[config.mk]
export PLATFORM = sky130hd
export DESIGN_NAME = da_result_drain
export DESIGN_NICKNAME = d
export VERILOG_FILES = /design/src/rtl/da_result_drain.sv
export SDC_FILE = /design/constraint.sdc
export NUM_CORES = 1
export LEC_CHECK = 0
export ABC_CLOCK_PERIOD_IN_PS = 3000
export BUFFER_PORTS_ARGS = -buffer_cell sky130_fd_sc_hd__buf_4
export CAP_MARGIN = 40
export CORE_UTILIZATION = 35
export CTS_CLUSTER_DIAMETER = 150
export DETAILED_ROUTE_END_ITERATION = 10
export SLEW_MARGIN = 20
export SYNTH_ARGS = -nofsm -noshare
export SYNTH_HDL_FRONTEND = slang
export SYNTH_SLANG_ARGS = --single-unit
export TNS_END_PERCENT = 20
[constraint.sdc]
create_clock -name clk_i -period 3 [get_ports clk_i]
set_clock_uncertainty 0.1 [all_clocks]
set_input_delay 0.45 -clock clk_i [delete_from_list [all_inputs] [get_ports clk_i]]
set_output_delay 0.45 -clock clk_i [all_outputs]
set_load 0.01 [all_outputs]
[src/rtl/da_result_drain.sv]
// Output stage of the DA FIR: rounds/saturates each final accumulated sum,
// queues it in a small FIFO and streams it out over valid/ready.
module da_result_drain #(
  parameter int DATA_W = 32,
  parameter int OUT_W  = 16,
  parameter int SHIFT  = 15,
  parameter int DEPTH  = 4
) (
  input  logic                       clk_i,
  input  logic                       rst_i,
  input  logic                       sum_valid_i,
  input  logic [DATA_W-1:0]          sum_in_i,
  output logic                       m_valid_o,
  input  logic                       m_ready_i,
  output logic [OUT_W-1:0]           m_data_o,
  output logic [$clog2(DEPTH):0]     level_o,
  output logic                       ovf_err_o,
  output logic                       sat_flag_o,
  input  logic                       clr_status_i
);

  localparam int PTR_W = $clog2(DEPTH);
  localparam int LVL_W = PTR_W + 1;

  // Round-half-up constant and saturation bounds at DATA_W+1 bits so the add never wraps.
  localparam logic signed [DATA_W:0] RND_C = $signed({{DATA_W{1'b0}}, 1'b1} << (SHIFT - 1));
  localparam logic signed [DATA_W:0] MAX_C =
    $signed({{(DATA_W - OUT_W + 2){1'b0}}, {(OUT_W - 1){1'b1}}});
  localparam logic signed [DATA_W:0] MIN_C =
    $signed({{(DATA_W - OUT_W + 2){1'b1}}, {(OUT_W - 1){1'b0}}});
  localparam logic [LVL_W-1:0] FULL_C = LVL_W'(DEPTH);

  logic signed [DATA_W:0] sum_ext;
  logic signed [DATA_W:0] rounded;
  logic signed [DATA_W:0] shifted;
  logic [OUT_W-1:0]       conv;
  logic                   conv_sat;

  logic [OUT_W-1:0] mem_q [DEPTH];
  logic [PTR_W-1:0] wr_ptr_q, wr_ptr_d;
  logic [PTR_W-1:0] rd_ptr_q, rd_ptr_d;
  logic [LVL_W-1:0] level_q, level_d;
  logic [OUT_W-1:0] head_q, head_d;
  logic             ovf_q, ovf_d;
  logic             sat_q, sat_d;
  logic             push;
  logic             pop;

  always_comb begin
    sum_ext  = $signed({sum_in_i[DATA_W-1], sum_in_i});
    rounded  = sum_ext + RND_C;
    shifted  = rounded >>> SHIFT;
    conv     = shifted[OUT_W-1:0];
    conv_sat = 1'b0;
    if (shifted > MAX_C) begin
      conv     = {1'b0, {(OUT_W - 1){1'b1}}};
      conv_sat = 1'b1;
    end else if (shifted < MIN_C) begin
      conv     = {1'b1, {(OUT_W - 1){1'b0}}};
      conv_sat = 1'b1;
    end
  end

  // A full FIFO still accepts a push when the head leaves in the same cycle.
  always_comb begin
    pop      = (level_q != '0) && m_ready_i;
    push     = sum_valid_i && ((level_q != FULL_C) || pop);
    wr_ptr_d = push ? wr_ptr_q + PTR_W'(1) : wr_ptr_q;
    rd_ptr_d = pop  ? rd_ptr_q + PTR_W'(1) : rd_ptr_q;
    level_d  = level_q;
    if (push && !pop) begin
      level_d = level_q + LVL_W'(1);
    end else if (pop && !push) begin
      level_d = level_q - LVL_W'(1);
    end
    ovf_d = (sum_valid_i && !push) | (ovf_q & ~clr_status_i);
    sat_d = (push && conv_sat)     | (sat_q & ~clr_status_i);
  end

  // The head register looks ahead so m_data is ready in the same cycle m_valid rises.
  always_comb begin
    if (level_d == '0) begin
      head_d = '0;
    end else if (push && (wr_ptr_q == rd_ptr_d)) begin
      head_d = conv;
    end else begin
      head_d = mem_q[rd_ptr_d];
    end
  end

  always_ff @(posedge clk_i or posedge rst_i) begin
    if (rst_i) begin
      for (int i = 0; i < DEPTH; i++) begin
        mem_q[i] <= '0;
      end
    end else if (push) begin
      mem_q[wr_ptr_q] <= conv;
    end
  end

  always_ff @(posedge clk_i or posedge rst_i) begin
    if (rst_i) begin
      wr_ptr_q <= '0;
      rd_ptr_q <= '0;
      level_q  <= '0;
      head_q   <= '0;
      ovf_q    <= 1'b0;
      sat_q    <= 1'b0;
    end else begin
      wr_ptr_q <= wr_ptr_d;
      rd_ptr_q <= rd_ptr_d;
      level_q  <= level_d;
      head_q   <= head_d;
      ovf_q    <= ovf_d;
      sat_q    <= sat_d;
    end
  end

  assign m_valid_o  = (level_q != '0);
  assign m_data_o   = head_q;
  assign level_o    = level_q;
  assign ovf_err_o  = ovf_q;
  assign sat_flag_o = sat_q;

endmodule

==> reports/results.txt <==
ANT cells -> 0
status -> finished, final reports clean
core area -> 0.0133 mm²
relative slew slack -> 60.3%
initial antenna violation count -> 0
Pins Over Slew Limit -> 0
Yosys warnings -> 0
CTS tree -> built
Async SR Flop Fraction -> 100%
mapped cell area -> 0.00484 mm²
total gr overflow -> 0
area leader, netlist -> dfrtp_1
hpwl dp -> 7720 µm
global-route wire length before repair -> 18500 µm
setup repair bufs after CTS -> 0
DRT Pass-1 Iters -> 4
worst reg2reg endpoint -> m_data_o[8]
Final Total Pwr -> 0.00573 W
RD Place Congestion -> 0.880
FF-to-FF Start -> level_o[0]
# setup viols final -> 0
Fillers -> 1273
CP endpoint kind -> flop
Worst Setup SP -> level_o[0]
clock sink count -> 89
post-synthesis sequential area ratio -> 46.0%
Worst R2R Setup Slack -> 350 ps
global routing usage on met3 -> 2.99%
Final min period -> 2650 ps
worst-margin pin slew -> 593 ps
vias in the first global route -> 3562
Max stage delay on crit path -> 520 ps
Root Buffer -> clkbuf_16
I/O Buffers -> 44
vias per inst -> 5.23
# IOs -> 59
share of cells above drive strength 1 -> 30.7%
Setup TNS -> 0 ps
gr busiest metal -> met2
Die H -> 120 µm
Final Cycle Share -> 88.4%
ranking of synthesized cells by area -> dfrtp_1 46%, mux4_2 7.4%, mux2_2 6.7%
Post-Route WL -> 11000 µm
crit-path cells -> inv_1, ha_1, nor2b_2, inv_2, nand3_2, xor2_4, buf_12, mux4_2, a22o_1
RSZ-0062 raised after global routing -> false
clk_lat worst skew -> 330 ps
initial DRC count -> 253
Max-Cap Viols -> 0
Leakage -> 2.39 nW
met1 usage -> 22.7%
Crit Path Class -> reg -> reg
TritonCTS buffer count -> 9
Reg clk slew, reported paths -> 70 ps
pwr dens -> 1000 mW/mm²
vias after detailed routing -> 3461
Yosys reg bits -> 89
CTS Buffer Depth -> 2
Initial Util -> 36.3%
placed instance count -> 645
Required @ worst endpoint -> 3110 ps
mean post-synth cell area -> 11.2 µm²
Post-DRT Antenna Nets -> 0
Worst Setup EP -> m_data_o[8]
Post-route DRC -> 0
Synth top area share -> 46.0%
Die ar. -> 0.0143 mm²
Net Count, Synth -> 477
worst path arrival time -> 2760 ps
Die Wd -> 120 µm
Critical Path Fanout Max -> 17
startpoint types -> flop
final hold violation count -> 0
fmax -> 0.377 GHz
Distinct cells, synth -> 71
final net count -> 526
path depth of the worst reg2reg path -> 9
worst hold path class -> in -> reg
average wire per standard cell -> 16.6 µm
Cell Rows -> 42
Area growth, synth to finish -> 18.0%
maximum vdd drop -> 0.000371 V
largest net degree at the start of global routing -> 43
H-tree depth -> 3
Syn Inst Count -> 432
M2 GR Usage -> 26.6%
Max stage delay cell, worst path -> mux4_2
Post-synth EDFFs -> 0
Primary FF master, synth -> dfrtp_1
fin cells -> 662
Total GRT Usage -> 16.5%
Yosys cell counts (2+ instances only):
library cell	number
o21ai_1	4
nor2_1	11
xnor2_1	13
nand4_4	2
a31oi_1	4
nor3_1	4
clkbuf_1	7
ha_1	8
inv_1	12
or3_1	2
o2bb2ai_1	7
dfrtp_1	89
buf_4	3
a21oi_4	4
nand3_1	15
nand2b_1	3
nand4_1	5
nand3b_1	2
o21a_1	6
and3_1	3
mux2_2	29
nor2_2	3
nor2b_1	2
nand2_1	57
and2_0	2
o211ai_1	4
a22o_1	9
o22ai_1	2
nor4_1	2
buf_2	5
a21oi_1	8
o21ai_0	44
o21ai_2	4
xor2_1	4
mux4_2	16
mux2i_1	2
registers in the layout (all words and copies together), names as in the netlist:
signal,count
ovf_err_o,1
mem_q,64
sat_flag_o,1
m_data_o,16
wr_ptr_q,2
level_o,3
rd_ptr_q,2
worst min-delay path by stage:
stage / start / endpoint / cells after the start
6_report: clr_status_i / ovf_err_o / 2
5_1_grt: clr_status_i / ovf_err_o / 2
3_3_place_gp: mem_q[58] / mem_q[58] / 2
2_1_floorplan: mem_q[14] / mem_q[14] / 2
3_5_place_dp: rst_i / m_data_o[2] / 2
4_1_cts: clr_status_i / ovf_err_o / 2
cell usage in the layout, fill, tap and decap left out, types with 3 or more instances in the layout:
master,count
o211ai_1,4
clkinvlp_4,3
nand3_1,15
a21oi_1,8
buf_12,3
nor3_1,4
o2bb2ai_1,7
nand4_1,5
dfrtp_1,89
o21ai_2,4
mux4_2,16
inv_1,11
o21ai_0,44
a21oi_4,4
o21ai_1,4
a22o_1,9
xor2_1,4
and3_1,3
ha_1,8
o21a_1,6
nor2_1,11
a31oi_1,4
nand2_1,56
nand2b_1,3
xnor2_1,13
buf_4,52
clkbuf_16,9
mux2_2,29
area by class of cell:
type	instances	area, µm²	area share (%)
Clock buffer	12	256	4.49
Timing Repair Buffer	56	460	8.06
Sequential cell	89	2230	39.0
Multi-Input combinational cell	311	2460	43.2
Inverter	14	53.8	0.942
Clock inverter	4	27.5	0.482
Tap cell	176	220	3.86
repair_timing:
action                     CTS  global route
hold endpoints to repair     7             0
setup endpoints to repair    0             2
resized for setup            0             2
hold buffers                 1             0
metrics by stage:
step                cell area [µm²]  worst slack [ps]  util (%)  hold slack, ps
global placement               5390               338      40.4             355
finish                         5710               348      42.8             218
detailed placement             5410               298      40.5             266
floorplan                      4840               143         -             345
CTS                            5700               264      42.7             210
global route                   5710              25.9      42.8             222
kinds of logic (layout without fill, tap and decap cells):
family	Yosys count	count (layout)	share of synthesized area, %
and+or+nand+nor	129	129	14.6
AOI/OAI and AO/OA	109	109	15.8
DFF	89	89	46.0
muxes	47	47	14.6
buffers and inverters	32	86	3.23
xor gates and xnor gates	18	18	3.64
adders and majority gates	8	8	2.07
power breakdown:
part / switching [W] / total (W) / internal [W] / leakage (nW)
Sequential: 0.000297 / 0.00209 / 0.00179 / 1.08
Clock: 0.000456 / 0.00106 / 0.000606 / 0.131
Combinational: 0.00123 / 0.00258 / 0.00135 / 1.18
worst max-delay path, delay by kind of cell (launching register included):
family          cells  cell delay [ps]
fa+ha+maj           1              290
mux                 1              520
xor+xnor            1              180
simple gates        2              350
compound gates      1              210
buf+inv             3              430
flops               1              440
per-layer routing:
metal	share of wire, %	up-vias	wire length [µm]
met2	48	58	5300
met3	3.5	6	386
met4	1.1	0	117
met5	0	-	0
met1	47	1711	5210
li1	-	1686	-
Note: power is estimated with default switching activity, not from simulation.
